### config.mk
export PLATFORM = sky130hd
export DESIGN_NAME = sram_array_ctrl_flat
export DESIGN_NICKNAME = d
export VERILOG_FILES = /design/src/rtl/sram_array_ctrl_if.sv /design/src/rtl/sram_array_ctrl.sv /design/src/flat_wrapper.sv
export SDC_FILE = /design/constraint.sdc
export NUM_CORES = 1
export LEC_CHECK = 0
export BUFFER_PORTS_ARGS = -buffer_cell sky130_fd_sc_hd__buf_2
export CORE_MARGIN = 2
export CORE_UTILIZATION = 45
export CTS_BUF_LIST = sky130_fd_sc_hd__clkbuf_8
export DETAILED_ROUTE_END_ITERATION = 10
export PLACE_DENSITY = 0.85
export SLEW_MARGIN = 20
export SYNTH_ARGS = -nofsm -noshare
export SYNTH_HDL_FRONTEND = slang
export SYNTH_SLANG_ARGS = --single-unit
export TNS_END_PERCENT = 20
### constraint.sdc
create_clock -name clock -period 2.8 [get_ports clock]
set_input_delay 0.14 -clock clock [delete_from_list [all_inputs] [get_ports clock]]
set_output_delay 0.14 -clock clock [all_outputs]
set_load 0.03 [all_outputs]
### src/rtl/sram_array_ctrl_if.sv
// Bus bundle for sram_array_ctrl: client read/write handshakes, read response,
// init status, and the 1R/1W array port the controller drives.
interface sram_array_ctrl_if #(
   parameter int AW = 10,
   parameter int DW = 11
);
   logic          rd_valid;
   logic          rd_ready;
   logic [AW-1:0] rd_addr;
   logic          resp_valid;
   logic [DW-1:0] resp_data;
   logic          wr_valid;
   logic          wr_ready;
   logic [AW-1:0] wr_addr;
   logic [DW-1:0] wr_data;
   logic          init_done;
   logic [AW-1:0] R0_addr;
   logic          R0_en;
   logic [DW-1:0] R0_data;
   logic [AW-1:0] W0_addr;
   logic          W0_en;
   logic [DW-1:0] W0_data;

   modport slave (
      input  rd_valid, rd_addr, wr_valid, wr_addr, wr_data, R0_data,
      output rd_ready, resp_valid, resp_data, wr_ready, init_done,
             R0_addr, R0_en, W0_addr, W0_en, W0_data
   );

   modport master (
      output rd_valid, rd_addr, wr_valid, wr_addr, wr_data, R0_data,
      input  rd_ready, resp_valid, resp_data, wr_ready, init_done,
             R0_addr, R0_en, W0_addr, W0_en, W0_data
   );
endinterface

### src/rtl/sram_array_ctrl.sv
// Controller for a 1R/1W synchronous SRAM: sweeps INIT_VAL into every entry after
// reset, then passes reads/writes through with 1-cycle read latency and write forwarding.
module sram_array_ctrl #(
   parameter int            DEPTH    = 1024,
   parameter int            AW       = 10,
   parameter int            DW       = 11,
   parameter logic [DW-1:0] INIT_VAL = {DW{1'b0}}
) (
   input logic               clock,
   input logic               reset_n,
   sram_array_ctrl_if.slave  bus
);

   typedef enum logic [0:0] {
      ST_INIT = 1'b0,
      ST_RUN  = 1'b1
   } state_e;

   localparam logic [AW-1:0] LAST_ADDR = AW'(DEPTH - 1);
   localparam logic [AW-1:0] ADDR_ONE  = {{(AW-1){1'b0}}, 1'b1};

   // Refuse to elaborate when the address width cannot exactly cover DEPTH.
   if ((64'd1 << AW) != 64'(DEPTH)) begin : g_bad_depth
      $error("sram_array_ctrl: 2**AW must equal DEPTH");
   end

   state_e        state_q, state_d;
   logic [AW-1:0] cnt_q, cnt_d;
   logic          resp_valid_q, resp_valid_d;
   logic          bypass_q, bypass_d;
   logic [DW-1:0] fwd_q, fwd_d;
   logic [DW-1:0] hold_q, hold_d;
   logic          run_s;
   logic          rd_acc_s;
   logic          wr_acc_s;
   logic [DW-1:0] resp_data_s;

   assign run_s    = (state_q == ST_RUN);
   assign rd_acc_s = bus.rd_valid & run_s;
   assign wr_acc_s = bus.wr_valid & run_s;

   assign bus.rd_ready   = run_s;
   assign bus.wr_ready   = run_s;
   assign bus.init_done  = run_s;
   assign bus.R0_en      = rd_acc_s;
   assign bus.R0_addr    = bus.rd_addr;
   assign bus.resp_valid = resp_valid_q;
   assign bus.resp_data  = resp_data_s;

   // State and register update; reset aborts any sweep or pending response.
   always_ff @(posedge clock or negedge reset_n) begin
      if (!reset_n) begin
         state_q      <= ST_INIT;
         cnt_q        <= {AW{1'b0}};
         resp_valid_q <= 1'b0;
         bypass_q     <= 1'b0;
         fwd_q        <= INIT_VAL;
         hold_q       <= INIT_VAL;
      end else begin
         state_q      <= state_d;
         cnt_q        <= cnt_d;
         resp_valid_q <= resp_valid_d;
         bypass_q     <= bypass_d;
         fwd_q        <= fwd_d;
         hold_q       <= hold_d;
      end
   end

   // Next-state: the sweep counter parks on the last address instead of wrapping.
   always_comb begin
      state_d = state_q;
      cnt_d   = cnt_q;
      case (state_q)
         ST_INIT: begin
            if (cnt_q == LAST_ADDR) begin
               state_d = ST_RUN;
            end else begin
               cnt_d = cnt_q + ADDR_ONE;
            end
         end
         ST_RUN: begin
            state_d = ST_RUN;
         end
         default: begin
            state_d = ST_INIT;
            cnt_d   = {AW{1'b0}};
         end
      endcase
   end

   // Array write port: sweep during INIT, client pass-through in RUN, quiet in reset.
   always_comb begin
      bus.W0_en   = 1'b0;
      bus.W0_addr = {AW{1'b0}};
      bus.W0_data = INIT_VAL;
      if (!reset_n) begin
         bus.W0_en = 1'b0;
      end else if (run_s) begin
         bus.W0_en   = bus.wr_valid;
         bus.W0_addr = bus.wr_addr;
         bus.W0_data = bus.wr_data;
      end else begin
         bus.W0_en   = 1'b1;
         bus.W0_addr = cnt_q;
         bus.W0_data = INIT_VAL;
      end
   end

   // Response path: same-address write data wins over the array's read-before-write data.
   always_comb begin
      resp_valid_d = rd_acc_s;
      bypass_d     = rd_acc_s & wr_acc_s & (bus.rd_addr == bus.wr_addr);
      if (bypass_d) begin
         fwd_d = bus.wr_data;
      end else begin
         fwd_d = fwd_q;
      end
      if (resp_valid_q) begin
         if (bypass_q) begin
            resp_data_s = fwd_q;
         end else begin
            resp_data_s = bus.R0_data;
         end
         hold_d = resp_data_s;
      end else begin
         resp_data_s = hold_q;
         hold_d      = hold_q;
      end
   end

endmodule

### src/flat_wrapper.sv
// flat-port wrapper written by rule: the top's interface ports become plain ports
module sram_array_ctrl_flat 
#(
   parameter int            DEPTH    = 1024,
   parameter int            AW       = 10,
   parameter int            DW       = 11,
   parameter logic [DW-1:0] INIT_VAL = {DW{1'b0}}
)
  (clock, reset_n, bus_rd_valid, bus_rd_addr, bus_wr_valid, bus_wr_addr, bus_wr_data, bus_R0_data, bus_rd_ready, bus_resp_valid, bus_resp_data, bus_wr_ready, bus_init_done, bus_R0_addr, bus_R0_en, bus_W0_addr, bus_W0_en, bus_W0_data);
  sram_array_ctrl_if #(.AW(AW), .DW(DW)) bus_i ();
  input logic clock;
  input logic reset_n;
  input wire logic [$bits(bus_i.rd_valid)-1:0] bus_rd_valid;
  input wire logic [$bits(bus_i.rd_addr)-1:0] bus_rd_addr;
  input wire logic [$bits(bus_i.wr_valid)-1:0] bus_wr_valid;
  input wire logic [$bits(bus_i.wr_addr)-1:0] bus_wr_addr;
  input wire logic [$bits(bus_i.wr_data)-1:0] bus_wr_data;
  input wire logic [$bits(bus_i.R0_data)-1:0] bus_R0_data;
  output wire logic [$bits(bus_i.rd_ready)-1:0] bus_rd_ready;
  output wire logic [$bits(bus_i.resp_valid)-1:0] bus_resp_valid;
  output wire logic [$bits(bus_i.resp_data)-1:0] bus_resp_data;
  output wire logic [$bits(bus_i.wr_ready)-1:0] bus_wr_ready;
  output wire logic [$bits(bus_i.init_done)-1:0] bus_init_done;
  output wire logic [$bits(bus_i.R0_addr)-1:0] bus_R0_addr;
  output wire logic [$bits(bus_i.R0_en)-1:0] bus_R0_en;
  output wire logic [$bits(bus_i.W0_addr)-1:0] bus_W0_addr;
  output wire logic [$bits(bus_i.W0_en)-1:0] bus_W0_en;
  output wire logic [$bits(bus_i.W0_data)-1:0] bus_W0_data;
  assign bus_i.rd_valid = bus_rd_valid;
  assign bus_i.rd_addr = bus_rd_addr;
  assign bus_i.wr_valid = bus_wr_valid;
  assign bus_i.wr_addr = bus_wr_addr;
  assign bus_i.wr_data = bus_wr_data;
  assign bus_i.R0_data = bus_R0_data;
  assign bus_rd_ready = bus_i.rd_ready;
  assign bus_resp_valid = bus_i.resp_valid;
  assign bus_resp_data = bus_i.resp_data;
  assign bus_wr_ready = bus_i.wr_ready;
  assign bus_init_done = bus_i.init_done;
  assign bus_R0_addr = bus_i.R0_addr;
  assign bus_R0_en = bus_i.R0_en;
  assign bus_W0_addr = bus_i.W0_addr;
  assign bus_W0_en = bus_i.W0_en;
  assign bus_W0_data = bus_i.W0_data;
  sram_array_ctrl #(.DEPTH(DEPTH), .AW(AW), .DW(DW), .INIT_VAL(INIT_VAL)) u_core (.clock(clock), .reset_n(reset_n), .bus(bus_i));
endmodule
==> run metrics <==
status=finished clean; Post-Route WL=4310 um; Hold Path Class=in -> reg; EDFF count, synth=0; Reg2Reg Setup Slack=0.83 ns; NetSw=0.234 mW; die width=70.5 um; Tcrit/Tclk final=0.704; final design utilization=0.583; Core Footprint=about 4300 sq um; grt ovf=0; asr flop ratio synth=1.00; Hold Vio Cnt, Final=0; Worst-path clk slew=about 0.07 ns; drt first pass iters=4; Hold Buf Count CTS=1; register share of total power=0.502; element type at the critical path start=flop; top cells by area, synth=dfrtp_1 44%, mux2i_1 10%, mux2_4 7.6%, buf_4 4.9%, xnor2_1 4.0%; Final HPWL DP=about 3300 um; Setup CP Type=reg -> reg; Syn Nets=roughly 230; CTS buffer count=5; post-synthesis sequential area ratio=0.441; max-cap violations=0; pin count of the biggest net entering global routing=between 40 and 50; synthesized area per cell=approximately 11 sq um; WHS Path Cells=2; synthesized flop and latch total=35; Syn Inst Count=approximately 190; design area=around 2500 sq um; Worst Path Required=between 2 and 3 ns; Net Sw Frac=0.233; CTS resizes=0; clock share of power=0.388; initial antenna violation count=0; Hold Path Sink=u_core.bus.resp_valid; Non-Filler Instances=between 300 and 400; CP Max Fanout=7; PortBufs=93; Max Clk Rate=roughly 500 MHz; Pint=0.772 mW; clock skew=between 0.01 and 0.015 ns; Max VDD drop=approximately 0.17 mV; reg2reg start=u_core.cnt_q[0]; Clock Sinks=35; RSZ-0062 raised after global routing=false; Max clock buf depth=2; number of remaining DRC errors=0; die height=slightly above 70 um; die area=4970 sq um; layout cell share with drive strength beyond 1=0.439; dominant synthesized flop cell=dfrtp_1; Area after DPL=2390 sq um; clock root buffer=clkbuf_8; Std-Cell Rows=24; TNS Setup=0 ns; latest clock arrival within the worst-skew pair=around 0.29 ns; P_leak=around 1.2 nW; via/cell ratio=~5.1; Comb power frac=0.110; Post-CTS Setup Bufs=0; worst r2r dst=u_core.cnt_q[1]; area leader, netlist=dfrtp_1; synthesized cell area=around 2000 sq um; Worst Path Arrival=between 2 and 2.5 ns; final slew viol count=0; io pins=94; Place WS=around 0.85 ns; Synth top cells by count=35 x dfrtp_1, 20 x mux2i_1, 15 x nor2_1; hold_sp=bus_rd_valid; CTS tree=done; top-area cell type share of the netlist area=0.441; YS warnings=0; # diodes=0; Initial Utilization=0.463; Slew @ Worst Pin=0.844 ns; P&R area growth vs syn=26.0%; Final #Nets=about 320; final worst path period need=around 2.0 ns; reg2reg path depth=4; fin worst setup slack=between 0.8 and 0.9 ns; total number of vias=about 1600; Max transition margin=0.437; All-Layer GR Usage=0.177; Cells after DPL=around 310; final setup violation count=0; number of global-route vias before repair=1468; Starting DRT DRC Count=between 80 and 90; post-synth cell types=31; Final Wtd Congestion=0.887; Final ANT Viol Nets=0; first-pass GRT wire length=approximately 6900 um; Setup crit end kind=flop; Wirelength per Cell=13.4 um; most common cell in the netlist=dfrtp_1; PwrDens=between 400 and 500 nW/um^2; H-Tree Depth=2
==> registers in the layout (all words and copies together), names as in the netlist <==
register and cells:
u_core.fwd_q 11, u_core.hold_q 11, u_core.cnt_q 10, u_core.bus.init_done 1, u_core.bus.resp_valid 1, u_core.bypass_q 1
==> routing by layer <==
layer  up-vias  global-route usage  part of all wire
met5         -                   0                 0
met4         0              0.0385            0.0088
met3         6              0.0519             0.086
met2        68               0.288              0.47
met1       754               0.234              0.43
li1        799                   -                 -
==> worst max-delay path, cell delays in order, from the launching register on <==
cell and delay (ns):
dfrtp_1 0.44, ha_1 0.28, and4_1 0.22, a31oi_1 0.51
mux2_2 0.40
==> power groups by stage <==
stage	registers, mW	clock network, mW	logic [mW]
2_1_floorplan	0.515	0	0.0568
3_3_place_gp	0.515	0	0.110
3_5_place_dp	0.515	0	0.111
4_1_cts	0.505	0.401	0.113
5_1_grt	0.505	0.433	0.121
6_report	0.506	0.390	0.110
==> worst max path at each step <==
stage / start / to / depth (start not counted) / slack, ns
final: u_core.cnt_q[0] / u_core.cnt_q[1] / 4 / 0.83
after global routing: reset_n / bus_W0_data[5] / 4 / 0.68
after CTS: reset_n / bus_W0_data[8] / 4 / 0.80
after detailed placement: u_core.cnt_q[0] / u_core.cnt_q[1] / 4 / 0.85
after global placement: bus_wr_addr[8] / u_core.fwd_q[8] / 5 / 0.91
after floorplan: u_core.bus.init_done / u_core.fwd_q[0] / 6 / 0.59
==> kinds of logic after synthesis <==
kind of cell    Yosys count  synth area share
compound gates           19            0.0541
xor+xnor                 13            0.0573
fa+ha+maj                 1           0.00629
buf+inv                  24            0.0736
flops                    35             0.441
mux                      34             0.199
simple gates             61             0.169
==> placed cells by master (no fill, tap or decap), types with 2 or more instances in the layout <==
master    synthesis  final
a21oi_1          13     13
a31oi_1           3      3
and3_1           11     11
and4_1            2      2
buf_2             0     93
buf_4            13      2
clkbuf_8          0      7
dfrtp_1          35     35
inv_1             2      3
mux2_2            4      4
mux2_4           10     10
mux2i_1          20     20
nand2_1           5      5
nand2b_1          2      2
nand3_1           6      6
nand4_1           3      3
nor2_1           15     15
nor2b_1           9      9
nor3_1            3      3
xnor2_1           9      9
xor2_1            4      4
==> through the flow <==
| stage | hold WS, ns | power, mW |
|---|---|---|
| 2_1_floorplan | -0.156 | 0.572 |
| 6_report | 0.0987 | 1.01 |
| 3_3_place_gp | 0.271 | 0.625 |
| 3_5_place_dp | 0.288 | 0.626 |
| 5_1_grt | 0.0903 | 1.06 |
| 4_1_cts | 0.0919 | 1.02 |
==> cell type report <==
cell class | instances | area (sq um)
flip-flops and latches | 35 | 876
fillers | 371 | 1790
clock inverters | 1 | 3.75
well taps | 52 | 65.1
inverters | 2 | 7.51
multi-input cells | 128 | 966
repair buffers | 96 | 490
clock buffers | 7 | 96.3
No activity file was read; power rests on OpenSTA's default activity.
